## config.mk

```make
export PLATFORM = sky130hd
export DESIGN_NAME = beam_sum_accumulator
export DESIGN_NICKNAME = d
export VERILOG_FILES = /design/src/rtl/beam_pkg.sv /design/src/rtl/beam_out_conv.sv /design/src/rtl/beam_sum_accumulator.sv
export SDC_FILE = /design/constraint.sdc
export NUM_CORES = 1
export LEC_CHECK = 0
export BUFFER_PORTS_ARGS = -buffer_cell sky130_fd_sc_hd__buf_2
export CAP_MARGIN = 25
export CORE_UTILIZATION = 45
export DETAILED_ROUTE_END_ITERATION = 6
export PLACE_DENSITY = 0.63
export SYNTH_ARGS = -nofsm -noshare
export SYNTH_HDL_FRONTEND = slang
export SYNTH_HIERARCHICAL = 1
export SYNTH_SLANG_ARGS = --single-unit
export TNS_END_PERCENT = 5
```

## constraint.sdc

```tcl
create_clock -name clk -period 7.6 [get_ports clk]
set_input_delay 1.52 -clock clk [delete_from_list [all_inputs] [get_ports clk]]
set_output_delay 1.52 -clock clk [all_outputs]
set_load 0.02 [all_outputs]
```

## src/rtl/beam_pkg.sv

```systemverilog
// Shared definitions for the beamformer back end: the state encoding of the
// sum accumulator, default widths shared with the delay stage, and an
// index-width helper that never returns zero.
package beam_pkg;

    localparam int DATA_W_DEF      = 32;
    localparam int OUT_W_DEF       = 32;
    localparam int ACC_W_DEF       = 40;
    localparam int NUM_SAMPLES_DEF = 64;
    localparam int NUM_POINTS_DEF  = 1024;

    typedef enum logic [1:0] {
        IDLE  = 2'd0,
        ACCUM = 2'd1,
        EMIT  = 2'd2,
        DONE  = 2'd3
    } beam_state_t;

    // Width needed to index n items; a single item still gets one bit.
    function automatic int idx_w(input int n);
        return (n > 1) ? $clog2(n) : 1;
    endfunction

    localparam int CNT_W_DEF = idx_w(NUM_SAMPLES_DEF);
    localparam int PT_W_DEF  = idx_w(NUM_POINTS_DEF);

endpackage

```

## src/rtl/beam_out_conv.sv

```systemverilog
// Reduces the ACC_W-bit signed beam sum to OUT_W bits.
// Build option BEAM_SAT_EN: defined -> signed saturation to the OUT_W range;
// undefined -> the low OUT_W bits are kept (wrap-around).
module beam_out_conv
    import beam_pkg::*;
#(
    parameter int ACC_W = ACC_W_DEF,
    parameter int OUT_W = OUT_W_DEF
) (
    input  logic [ACC_W-1:0] acc_in,
    output logic [OUT_W-1:0] conv_out
);

`ifdef BEAM_SAT_EN
    localparam logic [ACC_W-1:0] SAT_MAX = {{(ACC_W-OUT_W+1){1'b0}}, {(OUT_W-1){1'b1}}};
    localparam logic [ACC_W-1:0] SAT_MIN = {{(ACC_W-OUT_W+1){1'b1}}, {(OUT_W-1){1'b0}}};

    // Clamp to the representable signed OUT_W range.
    always_comb begin
        if ($signed(acc_in) > $signed(SAT_MAX)) begin
            conv_out = {1'b0, {(OUT_W-1){1'b1}}};
        end else if ($signed(acc_in) < $signed(SAT_MIN)) begin
            conv_out = {1'b1, {(OUT_W-1){1'b0}}};
        end else begin
            conv_out = acc_in[OUT_W-1:0];
        end
    end
`else
    logic unused_hi;

    // Plain truncation; the discarded upper bits are deliberately unused.
    always_comb begin
        conv_out  = acc_in[OUT_W-1:0];
        unused_hi = ^acc_in[ACC_W-1:OUT_W];
    end
`endif

endmodule

```

## src/rtl/beam_sum_accumulator.sv

```systemverilog
// Sums NUM_SAMPLES accepted delay-stage samples per focal point and hands each
// sum out on a ready/valid port; frame_done pulses after the last point.
// Build option BEAM_SAT_EN selects saturating (vs wrapping) output reduction.
//
//   state | meaning
//   IDLE  | waiting for start; samples ignored
//   ACCUM | summing samples of the current focal point
//   EMIT  | sum presented, waiting for beam_ready
//   DONE  | frame complete, frame_done high for this cycle
module beam_sum_accumulator
    import beam_pkg::*;
#(
    parameter int DATA_W      = DATA_W_DEF,
    parameter int ACC_W       = ACC_W_DEF,
    parameter int OUT_W       = OUT_W_DEF,
    parameter int NUM_SAMPLES = NUM_SAMPLES_DEF,
    parameter int NUM_POINTS  = NUM_POINTS_DEF
) (
    input  logic                         clk,
    input  logic                         rst,
    input  logic                         start,
    input  logic [DATA_W-1:0]            sample_in,
    input  logic                         sample_valid,
    output logic [OUT_W-1:0]             beam_value,
    output logic                         beam_valid,
    input  logic                         beam_ready,
    output logic [idx_w(NUM_POINTS)-1:0] point_index,
    output logic                         busy,
    output logic                         frame_done,
    output logic                         overrun
);

    localparam int CNT_W = idx_w(NUM_SAMPLES);
    localparam int PT_W  = idx_w(NUM_POINTS);
    localparam logic [CNT_W-1:0] LAST_CNT = CNT_W'(NUM_SAMPLES - 1);
    localparam logic [PT_W-1:0]  LAST_PT  = PT_W'(NUM_POINTS - 1);

    beam_state_t       state, state_nxt;
    logic [ACC_W-1:0]  acc, acc_nxt;
    logic [ACC_W-1:0]  sample_ext, sum_cur, conv_in;
    logic [OUT_W-1:0]  conv_out;
    logic [CNT_W-1:0]  count, count_nxt;
    logic [PT_W-1:0]   point_nxt;
    logic [OUT_W-1:0]  beam_value_nxt;
    logic              beam_valid_nxt, frame_done_nxt, overrun_nxt, busy_nxt;

    // In EMIT a new sample starts a fresh sum, so only it is converted there.
    assign sample_ext = {{(ACC_W-DATA_W){sample_in[DATA_W-1]}}, sample_in};
    assign sum_cur    = acc + sample_ext;
    assign conv_in    = (state == EMIT) ? sample_ext : sum_cur;

    beam_out_conv #(
        .ACC_W (ACC_W),
        .OUT_W (OUT_W)
    ) u_conv (
        .acc_in   (conv_in),
        .conv_out (conv_out)
    );

    // State register.
    always_ff @(posedge clk) begin
        if (rst) state <= IDLE;
        else     state <= state_nxt;
    end

    // Next state and next values of every registered output.
    always_comb begin
        state_nxt      = state;
        acc_nxt        = acc;
        count_nxt      = count;
        point_nxt      = point_index;
        beam_value_nxt = beam_value;
        beam_valid_nxt = beam_valid;
        frame_done_nxt = 1'b0;
        overrun_nxt    = overrun;
        case (state)
            IDLE: begin
                if (start) begin
                    state_nxt   = ACCUM;
                    acc_nxt     = '0;
                    count_nxt   = '0;
                    point_nxt   = '0;
                    overrun_nxt = 1'b0;
                end
            end
            ACCUM: begin
                if (!start) begin
                    state_nxt      = IDLE;
                    beam_valid_nxt = 1'b0;
                    acc_nxt        = '0;
                    count_nxt      = '0;
                    point_nxt      = '0;
                end else if (sample_valid) begin
                    if (count == LAST_CNT) begin
                        beam_value_nxt = conv_out;
                        beam_valid_nxt = 1'b1;
                        state_nxt      = EMIT;
                    end else begin
                        acc_nxt   = sum_cur;
                        count_nxt = count + 1'b1;
                    end
                end
            end
            EMIT: begin
                if (!start) begin
                    state_nxt      = IDLE;
                    beam_valid_nxt = 1'b0;
                    acc_nxt        = '0;
                    count_nxt      = '0;
                    point_nxt      = '0;
                end else if (beam_ready) begin
                    beam_valid_nxt = 1'b0;
                    if (point_index == LAST_PT) begin
                        state_nxt      = DONE;
                        frame_done_nxt = 1'b1;
                        if (sample_valid) overrun_nxt = 1'b1;
                    end else begin
                        point_nxt = point_index + 1'b1;
                        if (sample_valid) begin
                            if (NUM_SAMPLES == 1) begin
                                beam_value_nxt = conv_out;
                                beam_valid_nxt = 1'b1;
                            end else begin
                                acc_nxt   = sample_ext;
                                count_nxt = CNT_W'(1);
                                state_nxt = ACCUM;
                            end
                        end else begin
                            acc_nxt   = '0;
                            count_nxt = '0;
                            state_nxt = ACCUM;
                        end
                    end
                end else if (sample_valid) begin
                    overrun_nxt = 1'b1;
                end
            end
            DONE: begin
                state_nxt = IDLE;
            end
            default: begin
                state_nxt = IDLE;
            end
        endcase
        busy_nxt = (state_nxt != IDLE);
    end

    // Datapath and output registers.
    always_ff @(posedge clk) begin
        if (rst) begin
            acc         <= '0;
            count       <= '0;
            point_index <= '0;
            beam_value  <= '0;
            beam_valid  <= 1'b0;
            busy        <= 1'b0;
            frame_done  <= 1'b0;
            overrun     <= 1'b0;
        end else begin
            acc         <= acc_nxt;
            count       <= count_nxt;
            point_index <= point_nxt;
            beam_value  <= beam_value_nxt;
            beam_valid  <= beam_valid_nxt;
            busy        <= busy_nxt;
            frame_done  <= frame_done_nxt;
            overrun     <= overrun_nxt;
        end
    end

endmodule
```

Yosys cells after proc, flatten, opt, wreduce, memory -nomap -nowiden. Index checks and enable logic that the tools add are counted. Widths: inputs -> output; s select.

Add/subtract/negate cells: 3. Mux-type cells: 46. Reductions and logical operators: 11. Bitwise operators: 3. Eq/ne operators: 14.

Operators with widths (number): $mux 40 (8); $pmux 40 s3 (1); $mux 10 (5); $mux 6 (7); $add 40x40->40 (1); $mux 32 (1); $pmux 10 s3 (1); $pmux 6 s3 (1); $ne 3x3->1 const B (5); $mux 2 (7); $mux 1 (12); $reduce_and 4->1 (3); $add 10x1->10 const B (1); $eq 10x10->1 const B (1); $pmux 2 s4 (1); $add 6x1->6 const B (1); $eq 6x6->1 const B (1); $ne 2x2->1 const B (3); $reduce_and 6->1 (1); $reduce_bool 2->1 (3); $reduce_and 5->1 (1); $eq 2x2->1 const B (2); $pmux 1 s2 (2); $reduce_or 4->1 (1); 5 further kinds (7).

Output and inout bits: 46. Flip-flop bits (word level): 94. Word-level logic and storage cells: 86.

Logic depth before layout (Yosys ltp). Gate-level depths: netlist of run 1.

Depth after elaboration: 6. Depth in mapped cells: 15. Depth with buffers taken out: 14.

By module. The synthesis of run 1 kept the hierarchy.

Modules (own cells, without submodules): beam_sum_accumulator (times used 1, area an instance 6492.5 um^2, sequential area each 1881.8 um^2, cells each 882); beam_out_conv (times used 1, area an instance 240.2 um^2, sequential area each 0.0 um^2, cells each 32).

Worst setup path before layout of run 1. OpenSTA, ideal clock, no wires.

Path kind: input to register. Start: in sample_in[0]. End: reg acc[24]. Stages: 12. Slack: 3580 ps. Data required time: 7505 ps. Arrival time: 3924 ps. Setup time: 95 ps. Buffers on the path: 0. Path through: ha_1 -> inv_1 -> fa_1 -> and2b_1 -> o2111ai_1 -> nand2_1 -> a211o_1 -> nand2_1 -> o41a_1 -> o21a_1 -> or4_1 -> o311ai_1.

Cells in the longest elaborated chain, start to end: 5.

RTL lines: from (decl) (RTL line beam_sum_accumulator.sv:22) `input logic [DATA_W-1:0] sample_in,`; $add 40x40->40 (RTL line beam_sum_accumulator.sv:49) `assign sum_cur = acc + sample_ext;`; $mux 40 (RTL line beam_sum_accumulator.sv:94) `if (count == LAST_CNT) begin`; $mux 40 (RTL line beam_sum_accumulator.sv:93) `end else if (sample_valid) begin`; $mux 40 (RTL line beam_sum_accumulator.sv:87) `if (!start) begin`; $pmux 40 s3 (RTL line beam_sum_accumulator.sv:76) `case (state)`; to (signal assigned) (RTL line beam_sum_accumulator.sv:160) `acc <= acc_nxt;`; to (decl) (RTL line beam_sum_accumulator.sv:39) `logic [ACC_W-1:0] acc, acc_nxt;`.

No other way between the ends. The select of a mux whose other input is x is not followed. A chain may end at the register's enable or synchronous reset.

Worst setup path in the final report of run 1. Ends and elaborated chain as after synthesis.

==> summary.txt, run 1 <==
STA
  • Max-slew violation count: 0
  • Layout Skew: 8.651 ps
  • Setup TNS: 0 ps
  • Max-slew headroom: 34.61%
  • Fin crit period: 4084 ps
  • Worst Tran Pin Value: 980.8 ps
  • Unrepaired setup endpoints after global routing: false
  • Final Hold Viols: 0
  • Final Cycle Share: 53.74%
  • Final setup fails: 0
  • Max Clk Rate: 244.8 MHz

Floorplan
  • I/O pins: 83
  • Chip Width: 115.7 um
  • Core Area: 12,620 um2
  • DIE AREA: 13,380 um2
  • Row count: 41
  • Initial core utilization: 46.07%
  • Die height: 115.7 um

Pwr
  • Max VDD drop: 0.08687 mV
  • LEAKAGE: 2.577 nW
  • P per Cell Area: 172.6 nW/um2

Clock tree
  • Cts hold-fix bufs: 0
  • # resized after CTS: 0
  • Root Buffer: clkbuf_16
  • CTS tree: done
  • Total CTS buffers: 9
  • Clock latency on the worst-skew pair: 360 ps
  • H-tree Lvls: 3
  • Setup Fix Bufs, Post-CTS: 0
  • CTS sink cnt: 86
  • CTS Buffer Depth: 2
  • CTS clk-pin slew, worst paths: 70 ps

Placed design
  • Placed Area: 6045 um2
  • RD Place Congestion: 0.9316
  • Dpl hpwl: 11,400 um
  • Port bufs: 82
  • Placed cells: 970

Global routing
  • Vias in the first global route: 5,078
  • Initial antenna violation count: 0
  • GRT overflow: 0
  • Global-route wire length before repair: 25,130 um
  • Total track usage: 24.02%
  • Largest net degree at the start of global routing: 73

Finish
  • Fin area: 6351 um2
  • Nets: 885
  • Area taken by multi-input logic gates: 3603 um2
  • FF+latch area: 1722 um2
  • Synth-to-layout area growth: 9.232%
  • Core Util, Final: 50.33%
  • Layout Cells excl Fill: 987
  • Share of cells above drive strength 1: 14.97%
  • # diodes: 0
  • Fill count: 1,278

Worst setup path
  • Reg-to-Reg Start: state[1]$_SDFF_PP0_
  • Reg-to-reg endpoint: acc[18]$_SDFFE_PP0P_
  • Critical path capture point type: register
  • Critical Path Source Type: input pin
  • R2R depth: 9
  • CP required: 7860 ps
  • Worst setup path class: input pin to register
  • CP Max Fanout: 3
  • R2R Setup Slk: 4380 ps
  • Critical path arrival: 4340 ps

Run status
  • Status: complete, no violations

Worst hold path
  • HP Start: beam_value[3]$_SDFFE_PP0P_
  • WHS Path Cells: 2
  • WHS Endpoint: beam_value[3]$_SDFFE_PP0P_
  • Hold/Removal Path Class: register to register

Synthesis
  • Post-Syn Instances: 795
  • Synthesized net count: 870
  • Netlist Area Pre-Place: 5814 um2
  • Syn_area_per_cell: 7.314 um2
  • Synth warnings: 6

Drt
  • TritonRoute pass-1 iters: 5
  • # DRC: 0
  • Vias: 5,520
  • Iter 0 DRT Violations: 448
  • Vias per cell: 5.593
  • WL final: 15,500 um
  • ANT nets after route: 0
  • Wire per inst: 15.71 um

Flow run
  • Max capacitance violation total: 0
## layout make-up
type	count	area share [%]
clock buffers	11	3.980
clock inverters	5	0.5319
inverters	15	0.8865
multi-input cells	610	56.74
flip-flops and latches	86	27.11
well taps	172	3.388
repair buffers	88	7.368
## flip-flops by register name (all words and copies together) (netlist names)
name / cells
acc: 32
beam_valid: 1
beam_value: 32
busy: 1
count: 6
frame_done: 1
overrun: 1
point_index: 10
state: 2
## worst max-delay path, cell delays in order
cell and delay [ps]:
buf_2 110, ha_1 170, inv_1 60, fa_1 400, and2b_1 240, o2111ai_1 130, nand2_1 170, a211o_1 180
nand2_1 120, o41a_1 450, o21a_1 230, or4_1 470, o311ai_1 100
## routing by layer
metal	vias up	track usage [%]	wire, um
met2	164	37.96	6997
met1	2574	32.47	7454
met3	29	4.341	711
met5	-	0	0
met4	0	9.402	341
li1	2753	-	-
## placed cells by master (no fill, tap or decap), types with 16 or more instances in the layout
cell type and instances:
nand2_1 160, nand3_1 18, a21oi_1 91, o21ai_0 62, xnor2_1 16, nor2_1 54, dfxtp_1 86, xor2_1 24
ha_1 36, buf_2 82
## worst max-delay path by stage
| stage | startpoint | to | cells after the start |
|---|---|---|---|
| 2_1_floorplan | sample_in[0] | acc[24]$_SDFFE_PP0P_ | 12 |
| 3_3_place_gp | sample_in[0] | acc[24]$_SDFFE_PP0P_ | 13 |
| 3_5_place_dp | sample_in[0] | acc[24]$_SDFFE_PP0P_ | 13 |
| 4_1_cts | sample_in[0] | acc[24]$_SDFFE_PP0P_ | 13 |
| 5_1_grt | sample_in[0] | acc[24]$_SDFFE_PP0P_ | 13 |
| 6_report | sample_in[0] | acc[24]$_SDFFE_PP0P_ | 13 |
## stage by stage
step           power (mW)  hold slack [ps]  worst slack [ps]
2_1_floorplan      0.6446            440.0              3613
3_3_place_gp       0.6697            439.0              3289
3_5_place_dp       0.6737            446.3              3202
4_1_cts             1.100            455.2              3566
5_1_grt             1.145            470.6              3394
6_report            1.096            449.8              3516
## report_power, final
group | total (mW) | switching, mW | internal [mW] | leakage (nW)
sequential | 0.465 | 0.00581 | 0.460 | 0.695
clock | 0.429 | 0.190 | 0.239 | 0.138
combinational | 0.202 | 0.132 | 0.0701 | 1.74
Note: power is estimated with default switching activity, not from simulation.
==> run 2: changes to the inputs <==
ABC_AREA = 1   (was not set)
clock period = 3.8 ns   (was 7.6 ns; I/O delays follow)
==> run 2 against run 1 <==
Die area is 14% higher. Area after synthesis is 14% higher. Utilization is 0.66 points lower. Register-to-register slack worse by 3400 ps. Count of clock-buffer cells in the layout is 2 lower. Combinational power is 93% higher. Setup slack worse by 2500 ps.
==> summary.txt, run 2 <==
STA
  • Max-slew headroom: 38.18% (was 34.61%)
  • Setup TNS: 0 ps (unchanged)
  • Max-slew violation count: 0 (unchanged)
  • Final setup fails: 0 (unchanged)
  • Fin crit period: 2787 ps
  • Minimum hold slack: 469.4 ps (was 449.8 ps)
  • Worst Tran Pin Value: 926.2 ps (was 980.8 ps)
  • Layout Skew: 11.59 ps (was 8.651 ps)
  • Final worst slack: 1013 ps (was 3516 ps)
  • Final Hold Viols: 0 (unchanged)
  • Max Clk Rate: 358.8 MHz
  • Final Cycle Share: 73.34%
  • Unrepaired setup endpoints after global routing: false (unchanged)

Placed design
  • Place WS: 823.9 ps (was 3202 ps)
  • Dpl hpwl: 13,010 um (was 11,400 um)
  • RD Place Congestion: 0.9297 (was 0.9316)
  • Placed cells: 1,298 (was 970)
  • Port bufs: 82 (unchanged)
  • Placed Area: 6890 um2 (was 6045 um2)

Clock tree
  • H-tree Lvls: 3 (unchanged)
  • CTS tree: done (unchanged)
  • Clock latency on the worst-skew pair: 360 ps (about the same)
  • CTS sink cnt: 86 (unchanged)
  • Root Buffer: clkbuf_16 (unchanged)
  • # resized after CTS: 0 (unchanged)
  • Cts hold-fix bufs: 0 (unchanged)
  • CTS Buffer Depth: 2 (unchanged)
  • Setup Fix Bufs, Post-CTS: 0 (unchanged)
  • Total CTS buffers: 9 (unchanged)
  • CTS clk-pin slew, worst paths: 70 ps (about the same)

Global routing
  • Initial antenna violation count: 0 (unchanged)
  • Total track usage: 24.59% (was 24.02%)
  • GRT overflow: 0 (unchanged)
  • Largest net degree at the start of global routing: 40 (was 73)
  • Vias in the first global route: 5,837 (was 5,078)
  • Global-route wire length before repair: 28,930 um (was 25,130 um)

Drt
  • Vias: 6,495 (was 5,520)
  • Vias per cell: 4.943 (was 5.593)
  • # DRC: 0 (unchanged)
  • Top Metal Used: met4 (unchanged)
  • WL final: 17,880 um (was 15,500 um)
  • DR WL met3: 736 um (was 711 um)
  • ANT nets after route: 0 (unchanged)
  • Wire per inst: 13.60 um (was 15.71 um)
  • Met2 routed WL: 8137 um (was 6997 um)
  • Met1 WL: 8723 um (was 7454 um)
  • TritonRoute pass-1 iters: 5 (unchanged)
  • Iter 0 DRT Violations: 331 (was 448)

Finish
  • Core Util, Final: 49.67% (was 50.33%)
  • Commonest non-fill, non-tap cell in the layout: nand2_1 (unchanged)
  • FF+latch area: 1722 um2 (unchanged)
  • Layout Cells excl Fill: 1,314 (was 987)
  • Fill count: 1,580 (was 1,278)
  • Area taken by multi-input logic gates: 3953 um2 (was 3603 um2)
  • # diodes: 0 (unchanged)
  • Nets: 1,200 (was 885)
  • Most frequent cells in the layout: nand2_1, nor2_1, inv_1, dfxtp_1 (was nand2_1, a21oi_1, dfxtp_1, buf_2, o21ai_0)
  • Share of cells above drive strength 1: 12.12% (was 14.97%)
  • Synth-to-layout area growth: 8.167% (was 9.232%)
  • Fin area: 7192 um2 (was 6351 um2)
  • Top flop regs: acc x32, beam_value x32, point_index x10 (unchanged)

Pwr
  • Total power: 2.231 mW (was 1.096 mW)
  • P per Cell Area: 310.2 nW/um2 (was 172.6 nW/um2)
  • Max VDD drop: 0.1979 mV (was 0.08687 mV)
  • LEAKAGE: 3.724 nW (was 2.577 nW)

Floorplan
  • Initial core utilization: 45.92% (was 46.07%)
  • Core Area: 14,480 um2 (was 12,620 um2)
  • Chip Width: 123.6 um (was 115.7 um)
  • Die height: 123.6 um (was 115.7 um)
  • Row count: 44 (was 41)
  • I/O pins: 83 (unchanged)
  • DIE AREA: 15,270 um2 (was 13,380 um2)

Run status
  • Status: complete, no violations (unchanged)

Worst setup path
  • CP required: 4080 ps (was 7860 ps)
  • Slowest-stage cell, CP: nor2_8 (was or4_1)
  • Worst path bufs/invs: 3 (was 2)
  • Worst path max stage delay: 430 ps (was 470 ps)
  • CP Max Fanout: 39 (was 3)
  • Crit-path cells: inv_1 -> ha_1 -> nand2_4 -> inv_2 -> a21oi_2 -> nand3b_1 -> nor2_4 -> inv_6 -> nor2_8 -> nand2_1 -> a21oi_1 (was buf_2 -> ha_1 -> inv_1 -> fa_1 -> and2b_1 -> o2111ai_1 -> nand2_1 -> a211o_1 -> nand2_1 -> o41a_1 -> o21a_1 -> or4_1 -> o311ai_1)
  • R2R Setup Slk: 1010 ps (was 4380 ps)
  • Critical Path Source Type: register (was input pin)
  • Worst setup path class: register to register (was input pin to register)
  • Critical path's top delay family: simple AND/OR/NAND/NOR gates (was compound AO/OA/AOI/OAI gates)
  • Critical path capture point type: register (unchanged)
  • Critical path arrival: 3070 ps (was 4340 ps)

Synthesis
  • Synthesized net count: 1,168 (was 870)
  • Synth warnings: 6 (unchanged)
  • Netlist Area Pre-Place: 6649 um2 (was 5814 um2)
  • Post-Syn Instances: 1,093 (was 795)
  • Syn_area_per_cell: 6.083 um2 (was 7.314 um2)

Worst hold path
  • Hold/Removal Path Class: register to register (unchanged)

Flow run
  • Max capacitance violation total: 0 (unchanged)
run 2: area by class of cell:
cell class	instances	share of cell area [%]
Multi-Input combinational cell	801	54.96
Sequential cell	86	23.94
Inverter	138	7.272
Timing Repair Buffer	89	6.437
Tap cell	184	3.201
Clock buffer	9	3.132
Clock inverter	7	1.061
run 2: path summary, 6_finish.rpt:
path | to | depth (start not counted) | from
hold reg to reg | overrun$_SDFFE_PP0P_ | 2 | overrun$_SDFFE_PP0P_
hold / removal | overrun$_SDFFE_PP0P_ | 2 | overrun$_SDFFE_PP0P_
setup / recovery | acc[17]$_SDFFE_PP0P_ | 11 | state[1]$_SDFF_PP0_
setup reg to reg | acc[17]$_SDFFE_PP0P_ | 11 | state[1]$_SDFF_PP0_
run 2: routing by layer:
layer	GRT usage [%]	up-vias
li1	-	3472
met1	33.11	2861
met2	40.01	138
met3	3.875	24
met4	7.756	0
met5	0	-
run 2: worst min-delay path, delay by kind of cell, from the launching register on:
kind,cells,cell delay [ps]
AO/OA/AOI/OAI,1,40
flip-flops,1,330
AND/OR/NAND/NOR,1,70
run 2: where the power goes:
part           internal [mW]  leakage, nW  switching (mW)
logic                  0.123         2.88           0.268
clock network          0.468        0.149           0.443
registers              0.918        0.695          0.0121
==> run 3: changes to the inputs <==
PLACE_DENSITY = 0.65   (was 0.63)
clock period = 2.3 ns   (was 3.8 ns; I/O delays follow)
==> run 3 against run 2 <==
Cell area grew 8.8%. Cell count grew 5.6%. Via count grew 5.4%. Clock power grew 73%. Count of clock-buffer cells in the layout is the same. Register-to-register slack lost 840 ps. Sequential share of layout area shrank 1.9 points. Worst hold slack lost 86 ps. Global-route usage grew 1.1 points.
==> summary.txt, run 3 (synthesis gave the netlist of run 2 again) <==
Floorplan
  • Chip Width: 123.6 um (unchanged)
  • Row count: 44 (unchanged)
  • Die height: 123.6 um (unchanged)
  • I/O pins: 83 (unchanged)
  • Core Area: 14,480 um2 (unchanged)
  • DIE AREA: 15,270 um2 (unchanged)
  • Initial core utilization: 45.92% (unchanged)

Worst setup path
  • Cell mode on critical path: inv_1
  • Critical path's top delay family: simple AND/OR/NAND/NOR gates (unchanged)
  • Worst path max stage delay: 440 ps (was 430 ps)
  • CP Max Fanout: 8 (was 39)
  • Critical path capture point type: register (unchanged)
  • Critical path arrival: 2420 ps (was 3070 ps)
  • CP Launch Point: state[0]$_SDFF_PP0_ (was state[1]$_SDFF_PP0_)
  • CP required: 2590 ps (was 4080 ps)
  • Worst path bufs/invs: 2 (was 3)
  • Reg-to-Reg Start: state[0]$_SDFF_PP0_ (was state[1]$_SDFF_PP0_)
  • Slowest-stage cell, CP: nor2_2 (was nor2_8)
  • Critical Path Source Type: register (unchanged)
  • Crit-path cells: inv_1 -> ha_1 -> nand2_4 -> nor2_2 -> inv_1 -> o21ai_0 -> nand2_1 -> a21oi_1 (was inv_1 -> ha_1 -> nand2_4 -> inv_2 -> a21oi_2 -> nand3b_1 -> nor2_4 -> inv_6 -> nor2_8 -> nand2_1 -> a21oi_1)
  • Worst setup path class: register to register (unchanged)

Worst hold path
  • HP Start: sample_valid (was overrun$_SDFFE_PP0P_)
  • Hold/Removal Path Class: input pin to register (was register to register)

STA
  • Final Hold Viols: 0 (unchanged)
  • Max-slew violation count: 0 (unchanged)
  • Worst Tran Pin Value: 552.4 ps (was 926.2 ps)
  • Max-slew headroom: 63.13% (was 38.18%)
  • Layout Skew: 9.999 ps (was 11.59 ps)
  • Fin crit period: 2130 ps (was 2787 ps)
  • Final setup fails: 0 (unchanged)
  • Setup TNS: 0 ps (unchanged)
  • Minimum hold slack: 383.6 ps (was 469.4 ps)
  • Final Cycle Share: 92.61% (was 73.34%)
  • Max Clk Rate: 469.5 MHz (was 358.8 MHz)

Global routing
  • GRT overflow: 0 (unchanged)
  • Largest net degree at the start of global routing: 26 (was 40)
  • Global-route wire length before repair: 30,530 um (was 28,930 um)
  • Total track usage: 25.74% (was 24.59%)
  • Initial antenna violation count: 0 (unchanged)
  • Vias in the first global route: 6,380 (was 5,837)

Drt
  • # DRC: 0 (unchanged)
  • WL final: 18,470 um (was 17,880 um)
  • Vias: 6,847 (was 6,495)
  • Wire per inst: 13.30 um (was 13.60 um)
  • Iter 0 DRT Violations: 426 (was 331)
  • TritonRoute pass-1 iters: 4 (was 5)
  • Vias per cell: 4.933 (was 4.943)
  • ANT nets after route: 0 (unchanged)

Finish
  • # diodes: 0 (unchanged)
  • Most frequent cells in the layout: nand2_1, inv_1, nor2_1, dfxtp_1 (was nand2_1, nor2_1, inv_1, dfxtp_1)
  • Fin area: 7828 um2 (was 7192 um2)
  • Top flop regs: acc x32, beam_value x32, point_index x10 (unchanged)
  • Commonest non-fill, non-tap cell in the layout: nand2_1 (unchanged)
  • Synth-to-layout area growth: 17.73% (was 8.167%)
  • Share of cells above drive strength 1: 19.19% (was 12.12%)
  • Nets: 1,274 (was 1,200)

Flow run
  • Max capacitance violation total: 0 (unchanged)

Pwr
  • LEAKAGE: 4.104 nW (was 3.724 nW)
  • Max VDD drop: 0.3674 mV (was 0.1979 mV)
  • P per Cell Area: 496.5 nW/um2 (was 310.2 nW/um2)

Clock tree
  • Clock latency on the worst-skew pair: 360 ps (about the same)
  • Root Buffer: clkbuf_16 (unchanged)
  • CTS sink cnt: 86 (unchanged)
  • CTS clk-pin slew, worst paths: 70 ps (about the same)
  • Total CTS buffers: 9 (unchanged)
  • Setup Fix Bufs, Post-CTS: 0 (unchanged)
  • Cts hold-fix bufs: 0 (unchanged)
  • CTS Buffer Depth: 2 (unchanged)
  • H-tree Lvls: 3 (unchanged)
  • CTS tree: done (unchanged)

Placed design
  • Placed Area: 7458 um2 (was 6890 um2)
  • RD Place Congestion: 0.9335 (was 0.9297)
  • Port bufs: 82 (unchanged)
  • Dpl hpwl: 14,020 um (was 13,010 um)

Run status
  • Status: complete, no violations (unchanged)
==> run 3: changes by cell type in the layout (fill, tap and decap cells not counted), moves of 2 or more <==
| cell | change |
|---|---|
| buf_4 | +73 |
| clkinv_4 | -2 |
| inv_6 | +2 |
| nand2_1 | -5 |
| nand2_2 | +5 |
| nand3_1 | -2 |
| nand3_2 | +2 |
| nor2_1 | -8 |
| nor2_2 | +7 |
==> run 3: worst min-delay path: stages <==
cell     delay, ps
buf_2          110
a21oi_1         70
nor2_1          70
==> run 3: area by class of cell <==
cell class,count,area [um2]
inverters,138,523.0
repair buffers,163,1031
fillers,1524,6651
well taps,184,230.2
clock inverters,7,86.33
flip-flops and latches,86,1723
clock buffers,9,225.2
multi-input cells,801,4009
==> run 3: path summary, 6_finish.rpt <==
kind,endpoint,cells after the start,slack [ps]
min reg2reg,acc[15]$_SDFFE_PP0P_,2,470
max,acc[17]$_SDFFE_PP0P_,8,170
min,overrun$_SDFFE_PP0P_,3,380
max reg2reg,acc[17]$_SDFFE_PP0P_,8,170
==> run 3: power by group <==
| part | internal (mW) | total, mW | leakage [nW] | switching [mW] |
|---|---|---|---|---|
| Clock | 0.870 | 1.58 | 0.151 | 0.707 |
| Combinational | 0.301 | 0.773 | 3.26 | 0.472 |
| Sequential | 1.52 | 1.54 | 0.695 | 0.0189 |
==> run 3: stage by stage <==
step | power, mW | util (%) | instances | setup WS [ps]
floorplan | 2.136 | - | 1093 | 34.12
global placement | 2.330 | 51.51 | 1372 | -198.2
detailed placement | 2.331 | 51.51 | 1372 | -219.1
CTS | 3.918 | 53.68 | 1388 | 28.74
global route | 4.066 | 54.06 | 1388 | -4.742
finish | 3.886 | 54.06 | 1388 | 169.9
==> run 3: timing repair <==
item	in CTS	in global routing
pin swaps	0	2
gates cloned	0	0
gates resized for setup	1	20
endpoints found under the setup margin	1	30
==> run 3: layer usage <==
| layer | GRT usage, % | vias to the layer above | routed length [um] | share of wire, % |
|---|---|---|---|---|
| met3 | 5.074 | 23 | 1165 | 6.3 |
| met2 | 41.90 | 186 | 8146 | 44 |
| met5 | 0 | - | 0 | 0 |
| met4 | 7.681 | 0 | 272 | 1.5 |
| met1 | 34.18 | 3011 | 8882 | 48 |
| li1 | - | 3627 | - | - |
